## config.mk

```make
export PLATFORM = sky130hd
export DESIGN_NAME = mem_arbiter_flat
export DESIGN_NICKNAME = d
export VERILOG_FILES = /design/src/rtl/mem_arbiter_pkg.sv /design/src/rtl/mem_arbiter_if.sv /design/src/rtl/mem_byte_sequencer.sv /design/src/rtl/mem_arbiter.sv /design/src/flat_wrapper.sv
export SDC_FILE = /design/constraint.sdc
export NUM_CORES = 1
export LEC_CHECK = 0
export ABC_CLOCK_PERIOD_IN_PS = 9800
export CORE_UTILIZATION = 50
export DETAILED_ROUTE_END_ITERATION = 7
export DONT_BUFFER_PORTS = 1
export SLEW_MARGIN = 30
export SYNTH_ARGS = -nofsm -noshare
export SYNTH_HDL_FRONTEND = slang
export SYNTH_HIERARCHICAL = 1
export SYNTH_SLANG_ARGS = --single-unit
export TNS_END_PERCENT = 100
```

## constraint.sdc

```tcl
create_clock -name clk -period 9.8 [get_ports clk]
set_clock_uncertainty 0.1 [all_clocks]
set_input_delay 0.49 -clock clk [delete_from_list [all_inputs] [get_ports clk]]
set_output_delay 0.49 -clock clk [all_outputs]
set_load 0.05 [all_outputs]
```

## src/rtl/mem_arbiter_pkg.sv

```systemverilog
// Shared encodings for the byte-wide memory arbiter: FSM states, owners, goal sizes.
// Helper maps an LSB goal code onto the number of byte transactions to run.
package mem_arbiter_pkg;

    localparam int WORD_W = 32;
    localparam int BYTE_W = 8;

    localparam logic [2:0] GOAL_BYTE = 3'd1;
    localparam logic [2:0] GOAL_HALF = 3'd2;
    localparam logic [2:0] GOAL_WORD = 3'd4;

    localparam logic [1:0] IO_REGION_DEFAULT = 2'b11;

    typedef enum logic [1:0] {
        ST_IDLE  = 2'd0,
        ST_READ  = 2'd1,
        ST_WRITE = 2'd2,
        ST_DONE  = 2'd3
    } state_e;

    typedef enum logic {
        OWN_FET = 1'b0,
        OWN_LSB = 1'b1
    } owner_e;

    function automatic logic [2:0] goal_len(input logic [2:0] goal);
        case (goal)
            GOAL_BYTE: return GOAL_BYTE;
            GOAL_HALF: return GOAL_HALF;
            default:   return GOAL_WORD;
        endcase
    endfunction

endpackage

```

## src/rtl/mem_arbiter_if.sv

```systemverilog
// Memory pins plus Fetcher and LoadStoreBuffer handshakes as seen by the arbiter.
// master = arbiter side, slave = CPU pins / requesters side.
interface mem_arbiter_if;
    import mem_arbiter_pkg::*;

    logic                rdy_in;
    logic                io_buffer_full;
    logic [BYTE_W-1:0]   ram_data_in;
    logic [BYTE_W-1:0]   ram_data_out;
    logic [WORD_W-1:0]   ram_address_out;
    logic                ram_rw_signal_out;

    logic                fet_request_signal_in;
    logic [WORD_W-1:0]   fet_address_in;
    logic                fet_abort_in;
    logic                fet_ready_out;
    logic [WORD_W-1:0]   fet_instruction_out;

    logic                lsb_request_signal_in;
    logic                lsb_rw_signal_in;
    logic [WORD_W-1:0]   lsb_address_in;
    logic [2:0]          lsb_goal_in;
    logic [WORD_W-1:0]   lsb_data_in;
    logic                lsb_ready_out;
    logic [WORD_W-1:0]   lsb_data_out;

    modport master (
        input  rdy_in, io_buffer_full, ram_data_in,
        output ram_data_out, ram_address_out, ram_rw_signal_out,
        input  fet_request_signal_in, fet_address_in, fet_abort_in,
        output fet_ready_out, fet_instruction_out,
        input  lsb_request_signal_in, lsb_rw_signal_in, lsb_address_in, lsb_goal_in, lsb_data_in,
        output lsb_ready_out, lsb_data_out
    );

    modport slave (
        output rdy_in, io_buffer_full, ram_data_in,
        input  ram_data_out, ram_address_out, ram_rw_signal_out,
        output fet_request_signal_in, fet_address_in, fet_abort_in,
        input  fet_ready_out, fet_instruction_out,
        output lsb_request_signal_in, lsb_rw_signal_in, lsb_address_in, lsb_goal_in, lsb_data_in,
        input  lsb_ready_out, lsb_data_out
    );

endinterface

```

## src/rtl/mem_byte_sequencer.sv

```systemverilog
// Byte sequencer: walks A..A+N-1, packs read bytes little-endian, picks write bytes.
// Address of byte k is combinational on start, then one byte per cycle; run=0 freezes everything.
module mem_byte_sequencer
    import mem_arbiter_pkg::*;
(
    input  logic              clk,
    input  logic              rst,
    input  logic              run,
    input  logic              start,
    input  logic [WORD_W-1:0] start_addr,
    input  logic [2:0]        start_len,
    input  logic              rd_active,
    input  logic              wr_active,
    input  logic              wr_sel,
    input  logic [WORD_W-1:0] wdata,
    input  logic [BYTE_W-1:0] ram_data_in,
    output logic [WORD_W-1:0] ram_address,
    output logic [BYTE_W-1:0] wbyte,
    output logic [2:0]        cnt,
    output logic [2:0]        len,
    output logic [WORD_W-1:0] rdata
);

    logic [WORD_W-1:0] base_q, base_d;
    logic [WORD_W-1:0] addr_q, addr_d;
    logic [WORD_W-1:0] data_q, data_d;
    logic [2:0]        cnt_q,  cnt_d;
    logic [2:0]        len_q,  len_d;

    logic [1:0]        idx;
    logic [1:0]        cap_idx;
    logic [WORD_W-1:0] issue_base;
    logic              issue;

    always_comb begin
        idx        = start ? 2'd0 : cnt_q[1:0];
        cap_idx    = 2'(cnt_q - 3'd1);
        issue_base = start ? start_addr : base_q;
        // A read has issued its last address once cnt reaches len; only the final capture remains.
        issue      = start || wr_active || (rd_active && (cnt_q < len_q));

        ram_address = (run && issue) ? issue_base + {30'd0, idx} : addr_q;
        wbyte       = wr_sel ? wdata[8*idx +: 8] : 8'h00;

        base_d = base_q;
        addr_d = addr_q;
        data_d = data_q;
        cnt_d  = cnt_q;
        len_d  = len_q;
        if (run) begin
            addr_d = ram_address;
            if (start) begin
                base_d = start_addr;
                len_d  = start_len;
                cnt_d  = 3'd1;
                data_d = '0;
            end else if (rd_active || wr_active) begin
                cnt_d = cnt_q + 3'd1;
                if (rd_active) begin
                    data_d[8*cap_idx +: 8] = ram_data_in;
                end
            end
        end
    end

    always_ff @(posedge clk or negedge rst) begin
        if (!rst) begin
            base_q <= '0;
            addr_q <= '0;
            data_q <= '0;
            cnt_q  <= '0;
            len_q  <= '0;
        end else begin
            base_q <= base_d;
            addr_q <= addr_d;
            data_q <= data_d;
            cnt_q  <= cnt_d;
            len_q  <= len_d;
        end
    end

    assign cnt   = cnt_q;
    assign len   = len_q;
    assign rdata = data_q;

endmodule

```

## src/rtl/mem_arbiter.sv

```systemverilog
// Shares the byte-wide RAM/IO bus between Fetcher and LSB; one ready pulse per request.
// Latency: read N+1 cycles, write N cycles from grant; rdy_in low freezes, IO stores wait out io_buffer_full.
module mem_arbiter
    import mem_arbiter_pkg::*;
#(
    parameter bit         LSB_PRIORITY = 1'b1,
    parameter logic [1:0] IO_REGION    = IO_REGION_DEFAULT
) (
    input  logic          clk,
    input  logic          rst,
    mem_arbiter_if.master bus
);

    state_e state_q, state_d;
    owner_e owner_q, owner_d;
    logic   ptr_q, ptr_d;
    logic   live_q, live_d;

    logic              io_blk, fet_ok, lsb_ok, pick_lsb, idle_go;
    logic              grant_fet, grant_lsb, start, start_wr;
    logic [WORD_W-1:0] start_addr;
    logic [2:0]        start_len;
    logic [2:0]        cnt, len;
    logic [WORD_W-1:0] rdata;
    logic [WORD_W-1:0] seq_addr;
    logic [BYTE_W-1:0] seq_wbyte;

    // live_q keeps the bus quiet while reset is held and for the first cycle after release.
    always_comb begin
        io_blk   = bus.lsb_rw_signal_in && (bus.lsb_address_in[17:16] == IO_REGION) && bus.io_buffer_full;
        fet_ok   = bus.fet_request_signal_in && !bus.fet_abort_in;
        lsb_ok   = bus.lsb_request_signal_in && !io_blk;
        pick_lsb = lsb_ok && (!fet_ok || LSB_PRIORITY || ptr_q);
        idle_go  = live_q && bus.rdy_in && (state_q == ST_IDLE);

        grant_lsb  = idle_go && pick_lsb;
        grant_fet  = idle_go && fet_ok && !pick_lsb;
        start      = grant_lsb || grant_fet;
        start_wr   = grant_lsb && bus.lsb_rw_signal_in;
        start_addr = grant_lsb ? bus.lsb_address_in : bus.fet_address_in;
        start_len  = grant_lsb ? goal_len(bus.lsb_goal_in) : GOAL_WORD;
    end

    always_comb begin
        state_d = state_q;
        owner_d = owner_q;
        ptr_d   = ptr_q;
        live_d  = 1'b1;
        if (bus.rdy_in) begin
            case (state_q)
                ST_IDLE: begin
                    if (start) begin
                        owner_d = grant_lsb ? OWN_LSB : OWN_FET;
                        ptr_d   = LSB_PRIORITY ? ptr_q : ~ptr_q;
                        if (!start_wr)                  state_d = ST_READ;
                        else if (start_len == GOAL_BYTE) state_d = ST_DONE;
                        else                            state_d = ST_WRITE;
                    end
                end
                ST_READ: begin
                    if (owner_q == OWN_FET && bus.fet_abort_in) state_d = ST_IDLE;
                    else if (cnt == len)                        state_d = ST_DONE;
                end
                ST_WRITE: begin
                    if (cnt == len - 3'd1) state_d = ST_DONE;
                end
                default: state_d = ST_IDLE;
            endcase
        end
    end

    always_ff @(posedge clk or negedge rst) begin
        if (!rst) begin
            state_q <= ST_IDLE;
            owner_q <= OWN_FET;
            ptr_q   <= 1'b0;
            live_q  <= 1'b0;
        end else begin
            state_q <= state_d;
            owner_q <= owner_d;
            ptr_q   <= ptr_d;
            live_q  <= live_d;
        end
    end

    mem_byte_sequencer u_seq (
        .clk         (clk),
        .rst         (rst),
        .run         (bus.rdy_in),
        .start       (start),
        .start_addr  (start_addr),
        .start_len   (start_len),
        .rd_active   (state_q == ST_READ),
        .wr_active   (state_q == ST_WRITE),
        .wr_sel      (start_wr || (state_q == ST_WRITE)),
        .wdata       (bus.lsb_data_in),
        .ram_data_in (bus.ram_data_in),
        .ram_address (seq_addr),
        .wbyte       (seq_wbyte),
        .cnt         (cnt),
        .len         (len),
        .rdata       (rdata)
    );

    // Ready is gated by rdy_in so a pulse falling in a pause is shown on the first active cycle.
    assign bus.ram_address_out     = seq_addr;
    assign bus.ram_data_out        = seq_wbyte;
    assign bus.ram_rw_signal_out   = bus.rdy_in && (start_wr || (state_q == ST_WRITE));
    assign bus.fet_ready_out       = bus.rdy_in && (state_q == ST_DONE) && (owner_q == OWN_FET) && !bus.fet_abort_in;
    assign bus.lsb_ready_out       = bus.rdy_in && (state_q == ST_DONE) && (owner_q == OWN_LSB);
    assign bus.fet_instruction_out = rdata;
    assign bus.lsb_data_out        = rdata;

endmodule

```

## src/flat_wrapper.sv

```systemverilog
// flat-port wrapper written by rule: the top's interface ports become plain ports
module mem_arbiter_flat import mem_arbiter_pkg::*;
#(
    parameter bit         LSB_PRIORITY = 1'b1,
    parameter logic [1:0] IO_REGION    = IO_REGION_DEFAULT
)
  (clk, rst, bus_rdy_in, bus_io_buffer_full, bus_ram_data_in, bus_ram_data_out, bus_ram_address_out, bus_ram_rw_signal_out, bus_fet_request_signal_in, bus_fet_address_in, bus_fet_abort_in, bus_fet_ready_out, bus_fet_instruction_out, bus_lsb_request_signal_in, bus_lsb_rw_signal_in, bus_lsb_address_in, bus_lsb_goal_in, bus_lsb_data_in, bus_lsb_ready_out, bus_lsb_data_out);
  mem_arbiter_if bus_i ();
  input  logic clk;
  input  logic rst;
  input wire logic [$bits(bus_i.rdy_in)-1:0] bus_rdy_in;
  input wire logic [$bits(bus_i.io_buffer_full)-1:0] bus_io_buffer_full;
  input wire logic [$bits(bus_i.ram_data_in)-1:0] bus_ram_data_in;
  output wire logic [$bits(bus_i.ram_data_out)-1:0] bus_ram_data_out;
  output wire logic [$bits(bus_i.ram_address_out)-1:0] bus_ram_address_out;
  output wire logic [$bits(bus_i.ram_rw_signal_out)-1:0] bus_ram_rw_signal_out;
  input wire logic [$bits(bus_i.fet_request_signal_in)-1:0] bus_fet_request_signal_in;
  input wire logic [$bits(bus_i.fet_address_in)-1:0] bus_fet_address_in;
  input wire logic [$bits(bus_i.fet_abort_in)-1:0] bus_fet_abort_in;
  output wire logic [$bits(bus_i.fet_ready_out)-1:0] bus_fet_ready_out;
  output wire logic [$bits(bus_i.fet_instruction_out)-1:0] bus_fet_instruction_out;
  input wire logic [$bits(bus_i.lsb_request_signal_in)-1:0] bus_lsb_request_signal_in;
  input wire logic [$bits(bus_i.lsb_rw_signal_in)-1:0] bus_lsb_rw_signal_in;
  input wire logic [$bits(bus_i.lsb_address_in)-1:0] bus_lsb_address_in;
  input wire logic [$bits(bus_i.lsb_goal_in)-1:0] bus_lsb_goal_in;
  input wire logic [$bits(bus_i.lsb_data_in)-1:0] bus_lsb_data_in;
  output wire logic [$bits(bus_i.lsb_ready_out)-1:0] bus_lsb_ready_out;
  output wire logic [$bits(bus_i.lsb_data_out)-1:0] bus_lsb_data_out;
  assign bus_i.rdy_in = bus_rdy_in;
  assign bus_i.io_buffer_full = bus_io_buffer_full;
  assign bus_i.ram_data_in = bus_ram_data_in;
  assign bus_ram_data_out = bus_i.ram_data_out;
  assign bus_ram_address_out = bus_i.ram_address_out;
  assign bus_ram_rw_signal_out = bus_i.ram_rw_signal_out;
  assign bus_i.fet_request_signal_in = bus_fet_request_signal_in;
  assign bus_i.fet_address_in = bus_fet_address_in;
  assign bus_i.fet_abort_in = bus_fet_abort_in;
  assign bus_fet_ready_out = bus_i.fet_ready_out;
  assign bus_fet_instruction_out = bus_i.fet_instruction_out;
  assign bus_i.lsb_request_signal_in = bus_lsb_request_signal_in;
  assign bus_i.lsb_rw_signal_in = bus_lsb_rw_signal_in;
  assign bus_i.lsb_address_in = bus_lsb_address_in;
  assign bus_i.lsb_goal_in = bus_lsb_goal_in;
  assign bus_i.lsb_data_in = bus_lsb_data_in;
  assign bus_lsb_ready_out = bus_i.lsb_ready_out;
  assign bus_lsb_data_out = bus_i.lsb_data_out;
  mem_arbiter #(.LSB_PRIORITY(LSB_PRIORITY), .IO_REGION(IO_REGION)) u_core (.clk(clk), .rst(rst), .bus(bus_i));
endmodule
```

==> out/summary.md, run 1 <==
The run finished with clean final reports. The sequential share of power was 37.7%; the multi-input combinational cell area was 0.00393 mm². The kind of launch point of the worst setup path is a register. The via count of the first global-routing pass was 5034.

The run gives 222 as the number of I/O pins. The run gives 1269 as the total of fill cells in the finished design. The number of DRC markers in iteration 0 was 347; the clock sink count was 106. The pre-antenna-repair detailed-routing pass consisted of 6 iterations. After synthesis, the mean cell area works out to 9.91 µm². For the remaining global-route overflow, the log shows 0. Setup repair after global routing left no endpoint under its margin. The tools report the placed cell count as 833. The post-route minimum period is 5.63 ns, and the maximum clock path buffer count is 2. In the layout the commonest cells are 114 x nand2_1, 106 x dfrtp_1, 72 x mux2_2, 39 x mux2i_1. For the pin with the worst max-slew slack, the measured transition is 1.00 ns. The share of the Yosys chip area taken by registers is 37.5%.

The dominant synthesized flop cell was dfrtp_1. The number of pins with negative max-slew slack in the final report was 0. In the final timing run, aggregate negative setup slack is 0 ns. Once the clock tree was built, the setup fixing pass inserted 0 buffers. In this run, CTS created clock tree buffers numbering 9. The core area is 0.0138 mm², and the count of synthesis-stage warnings from yosys is 6. The portion of total power attributed to combinational logic came out at 48.0%. The most common cell after layout, fill and taps aside was nand2_1.

For this design the static power due to leakage is 3.21 nW. Final-report hold violation count: 0. The synthesized design contains 0 enable-type register cells. The logs give 0 for the max-cap check violation count and 51.2% for the starting density of the core.

The class of the most critical setup path was register to output port. The number of buffer cells added on primary ports works out to 0. After detailed routing, the average wire length per cell comes to 19.1 µm.

The finished layout holds 853 standard cells, fillers aside. Of all nets on the critical path, the largest fanout is 23. The HPWL after detailed placement was 11700 µm. After detailed routing, the number of remaining DRC violations is 0. The logs give 840 for the synthesized netlist net count and 0.893 for the placer's final routability congestion estimate. The chip width works out to 121 µm. Net switching is 54.8% of the power. The routed layout has 5186 vias. Setup violations remaining at the end of the flow were counted as 0.

The number of placement rows came out at 43. The tools report the required time reported for the critical path endpoint as 9.21 ns. The total power per unit cell area is 350 mW/mm², and the detailed-route wire length is 16300 µm. After detailed routing, the number of vias per cell comes to 6.08.

The die extent in y was 121 µm. The path class of the tightest hold or removal check is input pin to register. After clock tree synthesis, the clock-pin slew on the worst setup and hold paths is 0.07 ns.

The type of destination of the critical path is an output port. The fraction of registers with async set/reset is 100%. For this design the total switching power over the nets is 0.00139 W. The first-pass GRT wire length is 26200 µm, and the number of nets in the layout is 793. Registers take 0.00265 mm².

For the die footprint, the log shows 0.0146 mm². The peak ir drop on the vdd network was 0.000168 V; the flip-flop and latch count after synthesis was 106. For the normalized max-slew margin, the log shows 32.9%. Data arrives at the worst endpoint at 5.04 ns. The clock group share of total power is 14.3%, and the maximum number of pins on one net before global-route repair is 107. The area growth from synthesis to layout is 2.78%. Cell internal power was estimated by the tool at 0.00115 W. The number of H-tree levels came out at 3. The cell sitting at the root of the clock tree is a clkbuf_16. The detail route stage leaves a number of antenna-violating nets equal to 0. Global routing used 22.9% of the available tracks across all layers. TritonCTS built the clock tree. Count of distinct cell types in the synthesized netlist: 66.

Of the cells placed in the final design, the portion with a size suffix greater than 1 is 19.0%. The mapped netlist covers 0.00708 mm². Share of the clock period used by the worst path after layout: 57.5%. The highest achievable clock rate came out at 178 MHz. The clock latency of the later-clocked register in the worst-skew pair is 0.36 ns. The initial antenna violation count is 1. The number of instances in the synthesized netlist is 714.
cell type report:
| type | instances | area share, % |
|---|---|---|
| Multi-Input combinational cell | 524 | 54.1 |
| Sequential cell | 106 | 36.5 |
| Clock buffer | 9 | 3.10 |
| Tap cell | 180 | 3.10 |
| Timing Repair Buffer | 8 | 1.41 |
| Inverter | 18 | 0.929 |
| Clock inverter | 7 | 0.894 |
| Antenna cell | 1 | 0.0344 |
critical path: stages (launching register included):
cell,delay [ns]
dfrtp_1,0.48
nor2_1,0.22
nand3_1,0.14
a21o_1,0.21
inv_2,0.05
buf_4,0.28
nand2b_1,0.33
clkinv_1,0.34
ha_1,0.39
a21oi_1,0.14
a2111oi_4,0.63
nand4_2,0.29
o31a_1,0.37
o31ai_2,0.81
routing by layer:
metal | global-route usage, % | vias to the layer above | share of wire [%]
met5 | 0 | - | 0
met4 | 10.0 | 0 | 2.6
met3 | 4.79 | 25 | 6.1
met2 | 34.6 | 174 | 45
met1 | 31.7 | 2515 | 46
li1 | - | 2472 | -
logic make-up (layout without fill, tap and decap cells):
kind of cell / Yosys count / count (layout) / share of synthesized area, %
and+or+nand+nor: 233 / 233 / 18.0
buffers and inverters: 84 / 42 / 7.53
muxes: 113 / 113 / 17.4
xor gates and xnor gates: 24 / 24 / 3.16
other: 1 / 2 / 0.0530
DFF: 106 / 106 / 37.5
adders and majority gates: 11 / 11 / 2.05
AOI/OAI and AO/OA: 142 / 142 / 14.3
power by group through the flow:
stage / clock network, W / registers, W / logic [W]
4_1_cts: 0.000376 / 0.000961 / 0.00122
6_report: 0.000364 / 0.000959 / 0.00122
3_3_place_gp: 0 / 0.000959 / 0.00118
2_1_floorplan: 0 / 0.000813 / 0.00121
5_1_grt: 0.000395 / 0.000987 / 0.00133
3_5_place_dp: 0 / 0.000970 / 0.00121
synthesized netlist by cell type, drive strengths merged, types with 3 or more instances:
cell / n / share of area, %
a211oi: 3 / 0.46
a21o: 8 / 0.85
a21oi: 8 / 0.57
a22o: 22 / 2.7
a22oi: 7 / 0.94
and3: 10 / 0.88
buf: 50 / 5.3
clkbuf: 16 / 1.3
dfrtp: 106 / 37
ha: 10 / 1.8
inv: 17 / 0.90
mux2: 73 / 12
mux2i: 40 / 5.7
nand2: 114 / 6.0
nand2b: 7 / 0.62
nand3: 33 / 2.5
nand3b: 13 / 1.9
nand4: 14 / 1.6
nand4b: 4 / 1.1
nor2: 9 / 0.48
nor2b: 3 / 0.27
nor3: 8 / 0.71
nor4: 4 / 0.35
o211ai: 6 / 0.64
o21ai: 49 / 3.5
o22ai: 5 / 0.53
o31a: 4 / 0.49
o31ai: 15 / 1.6
or4: 6 / 0.64
xnor2: 14 / 1.7
xor2: 9 / 1.1
metrics by stage:
step                      instance area [µm²]  util [%]  worst slack, ns  power [W]  hold WS (ns)
after floorplan                          7080         -             4.54    0.00203        0.0944
after global placement                   6910      50.0             4.21    0.00214        0.0970
after detailed placement                 6920      50.0             4.06    0.00218        0.0967
after CTS                                7240      52.4             3.65    0.00256         0.123
after global routing                     7270      52.6             3.80    0.00271         0.135
final                                    7270      52.6             4.17    0.00254         0.138
sequential cells by signal, summed over array words and instances, names as in the netlist:
register	cells
u_core/u_seq/cnt	3
u_core/u_seq/addr_q	32
u_core/live_q	1
u_core/u_seq/base_q	32
u_core/state_q	2
u_core/u_seq/rdata	32
u_core/u_seq/len	3
u_core/owner_q	1
path summary, 6_finish.rpt:
check / startpoint / end / slack (ns) / depth (start not counted)
setup / recovery: u_core/state_q[0] / bus_ram_address_out[25] / 4.17 / 13
hold / removal: bus_rdy_in / u_core/u_seq/cnt[2] / 0.14 / 1
setup reg to reg: u_core/state_q[0] / u_core/u_seq/addr_q[25] / 5.44 / 13
hold reg to reg: u_core/u_seq/addr_q[23] / u_core/u_seq/addr_q[23] / 0.38 / 2
max in group asynchronous: rst / u_core/u_seq/addr_q[8] / 8.56 / 2
min in group asynchronous: rst / u_core/u_seq/addr_q[22] / 0.66 / 2
what timing repair did:
item,4_1_cts,5_1_grt
resized for setup,0,0
hold buffers,2,0
hold endpoints to repair,106,0
No activity file was read; power rests on OpenSTA's default activity.
==> run 2, diff against run 1 <==
Settings changed: ABC_AREA set to 1, ABC_CLOCK_PERIOD_IN_PS 9800 to 4740, PLACE_DENSITY set to 0.68.
Clock period 9.8 ns to 4.74 ns, I/O delays scaled along.
==> run 2 against run 1 <==
  * Wire length rose by 12%
  * Setup slack got worse by 3.3 ns
  * Via count rose by 23%
  * Area after synthesis rose by 2.0%
  * Worst hold slack got worse by 0.12 ns
  * Non-clock buffer count rose by 53
  * Register-to-register slack got worse by 3.9 ns
  * Die area rose by 2.0%
  * Critical path depth rose by 5
  * Critical endpoint is now bus_ram_address_out[16]
  * Highest routed layer unchanged
==> out/summary.md, run 2 <==
The die footprint came out at 0.0149 mm². The first global-routing pass estimated 29300 µm of wire. The total power per unit cell area works out to 707 mW/mm².

The core area was 0.0140 mm²; the leakage component of the power was 4.09 nW. For this run, the number of Yosys warnings is 6. The initial utilization of the core area, before any placement, comes to 51.6%. After synthesis, the share of flip-flops with an asynchronous set or reset is 100%.

After detailed routing, the total wire length is 18300 µm. The critical path runs through a total of 18 cells. The run gives 0.000234 V as the peak ir drop on the vdd network. Reg-to-reg critical path startpoint: u_core/state_q[1]. The proportion of layout cells with a drive suffix above 1 is 14.8%, and the post-route antenna net violation count is 0. The root buffer cell chosen for the clock tree is clkbuf_16. In this run the most critical hold path is launched from bus_fet_address_in[15].

The endpoint identified for the worst register-to-register timing path is u_core/u_seq/addr_q[8]. For this design the top-level I/O count stands at 222. Timing would allow up to 255 MHz. The initial antenna violation count came out at 2. The biggest area contributor in the post-synthesis netlist is dfrtp_1.

The die is 122 µm wide. The instance area after placement came out at 0.00760 mm². In the synthesized netlist, the number of instances is 1018. Counting I/O delays and the setup requirement, the final critical path takes 3.92 ns. Setup slack on the worst reg-to-reg path comes out at 1.52 ns. The largest delay contributor family on the critical path was simple AND/OR/NAND/NOR gates. Buffers placed on the I/O ports in this run total 0. The count of buffer and inverter cells on the critical path works out to 4. Most used standard cell by instance count after synthesis: nand2_1. The share of synthesized area in the top cell type comes to 36.7%. Sequential cells were found to cover 36.7% of the synthesized design area.

Across the run, the number of max-cap violations was 0. The share of the clock period used by the worst path after layout came out at 82.7%. The clock transition time at the flip-flop clock pins of the worst setup and hold paths was 0.07 ns; the slew of the pin with the lowest slew margin was 0.939 ns. TritonCTS built the clock tree.

For the final-report hold violation count, the log shows 0. The critical-path cell with the highest stage delay is dfrtp_1. Buffers inserted during clock tree synthesis total 9. The floorplan has 43 rows. Largest fanout of any net on the critical path: 35.

The final route contains 6369 vias. The finished cells cover 0.00805 mm². Along the worst hold path, the cell count comes to 3. In the layout the commonest cells are 410 x nand2_1, 106 x dfrtp_1, 85 x nor2_1, 70 x inv_1, 58 x o21ai_0.

In the synthesized netlist the dominant register cell turns out to be dfrtp_1. The die extent in y was 122 µm; the per-cell via count in the routed design was 5.25. In the final routed layout, each cell accounts on average for 15.1 µm. Counting flops with a built-in enable in the synthesized netlist gives 0. Sorting the synthesized cells by how often they occur yields 410 x nand2_1, 106 x dfrtp_1, 85 x nor2_1.

The tools report the type of destination of the critical path as an output port. For hold timing, the worst endpoint is u_core/u_seq/base_q[15]. The number of pins with negative max-slew slack in the final report is 0, and the overall track demand over capacity in global routing is 25.5%. OpenSTA, run right after detailed placement, puts the worst setup slack at 1.24 ns. When the netlist entered floorplanning its net count stood at 1144.

Yosys mapped the design onto 40 distinct sky130hd cell types. Setup slack closes at 0.821 ns. In this run, post-CTS repair resized a total of 0 instances. Number of H-tree levels: 3.

The worst hold path class was input pin to register. The clock net in this run drives a total of 106 sinks. The clock passes through at most 2 buffers. A synthesized cell averages 7.09 µm².

Cells fill 57.6% of the core in the end. The critical path is of the register to output port type. The tools report the via count of the first global-routing pass as 5704. For this run, the detailed router's first-pass iteration total came to 5.

The cell occurring most often along the worst timing path was nand2_1. The run gives 547 as the number of DRC markers in iteration 0. STA puts the critical path data required time at 4.40 ns. By area the synthesized netlist is led by dfrtp_1 37%, nand2_1 21%, mux2_4 5.4%.

For the worst flop-to-flop path, the logic depth is 16. Routability-driven placement finished with a final weighted congestion of 0.874. The maximum single-stage delay on the critical path was 0.40 ns.

The tools report the clock latency of the later-clocked register in the worst-skew pair as 0.36 ns. The worst setup path is launched from a register. In the final timing run, aggregate negative setup slack is 0 ns. The tools report the post-detailed-route DRC marker count as 0. The critical path goes through inv_1, nand2_2, nor2_4, nand3_1, nand2_1, inv_6, nand2_1, o21ai_0, ha_1, fa_1, nand3_1, inv_1, nand2_2, nor2_1, xor2_1, nand2_1, nand2_1, buf_12.

In this run the tightest slew margin relative to its limit is 37.0%. The run gives 0 as the total of endpoints with negative setup slack in the final report. The logs give 13300 µm for the HPWL after detailed placement and 107 for the maximum number of pins on one net before global-route repair.

From synthesis to final layout, the design area changed by 11.5%. STA puts the critical path data arrival time at 3.58 ns. The remaining global-route overflow is 0.

The run finished with clean final reports. Setup repair after global routing left no endpoint under its margin. Flip-flop and latch count after synthesis: 106. Total power for the finished layout comes to 0.00569 W. The number of nets in the layout was 1152. The library cell used most frequently in the layout, excluding fill and tap cells, is nand2_1.

The synthesized area was 0.00722 mm².
-- run 2: cell count changes after synthesis, moves of 13 or more --
| cell | delta |
|---|---|
| a22o_1 | -22 |
| inv_1 | +53 |
| mux2_2 | -66 |
| mux2_4 | +25 |
| mux2i_1 | -39 |
| nand2_1 | +296 |
| nand2_2 | +25 |
| nand3_1 | +17 |
| nor2_1 | +76 |
| o21ai_0 | +13 |
| xnor2_1 | -13 |
-- run 2: worst max-delay path by stage --
stage                                 start                      end  slack (ns)
final                     u_core/state_q[1]  bus_ram_address_out[16]        0.82
after floorplan           u_core/state_q[1]  bus_ram_address_out[10]        0.80
after global routing      u_core/state_q[1]   bus_ram_address_out[8]        0.39
after global placement    u_core/state_q[1]  bus_ram_address_out[16]        1.32
after CTS                 u_core/state_q[1]   bus_ram_address_out[8]        0.84
after detailed placement  u_core/state_q[1]  bus_ram_address_out[16]        1.24
-- run 2: tightest hold or removal path: cells and delay by family --
kind / cells / cell delay [ns]
muxes: 1 / 0.12
and+or+nand+nor: 2 / 0.08
-- run 2: area by class of cell --
| cell class | count | area, µm² |
|---|---|---|
| diodes | 2 | 5.00 |
| clock buffers | 11 | 243 |
| clock inverters | 5 | 45.0 |
| fillers | 1331 | 5940 |
| inverters | 81 | 309 |
| multi-input cells | 767 | 3820 |
| flip-flops and latches | 106 | 2650 |
| well taps | 180 | 225 |
| repair buffers | 61 | 748 |
-- run 2: repair_timing --
action                    4_1_cts  5_1_grt
setup buffers                   0        0
hold endpoints to repair      140        0
hold buffers                   14        0
-- run 2: cells by family (layout without fill, tap and decap cells) --
| kind of cell | count (synthesis) | count (layout) | share of synthesized area [%] |
|---|---|---|---|
| adder cells (fa/ha/maj) | 11 | 11 | 2.01 |
| other | 1 | 3 | 0.0519 |
| flip-flops | 106 | 106 | 36.7 |
| XOR/XNOR | 6 | 6 | 0.728 |
| multiplexers | 32 | 32 | 6.34 |
| AND/OR/NAND/NOR | 608 | 608 | 35.5 |
| AO/OA/AOI/OAI | 109 | 109 | 8.20 |
| buffers and inverters | 145 | 158 | 10.4 |
-- run 2: per-layer routing --
metal	GRT usage (%)	part of all wire, %	routed length (µm)
met1	38.8	48	8760
met2	37.1	44	8070
met3	5.01	7.2	1320
met4	5.34	0.88	161
met5	0	0	0
-- run 2: stage by stage --
stage / hold slack, ns / instances
after floorplan: -0.159 / 1018
after global placement: -0.154 / 1181
after detailed placement: -0.155 / 1181
after CTS: 0.0106 / 1211
after global routing: 0.0214 / 1213
final: 0.0183 / 1213
-- run 2: report_power, final --
group / internal [W] / leakage (nW) / switching, W
clock: 0.000380 / 0.139 / 0.000362
sequential: 0.00123 / 1.38 / 0.000608
combinational: 0.00105 / 2.57 / 0.00206
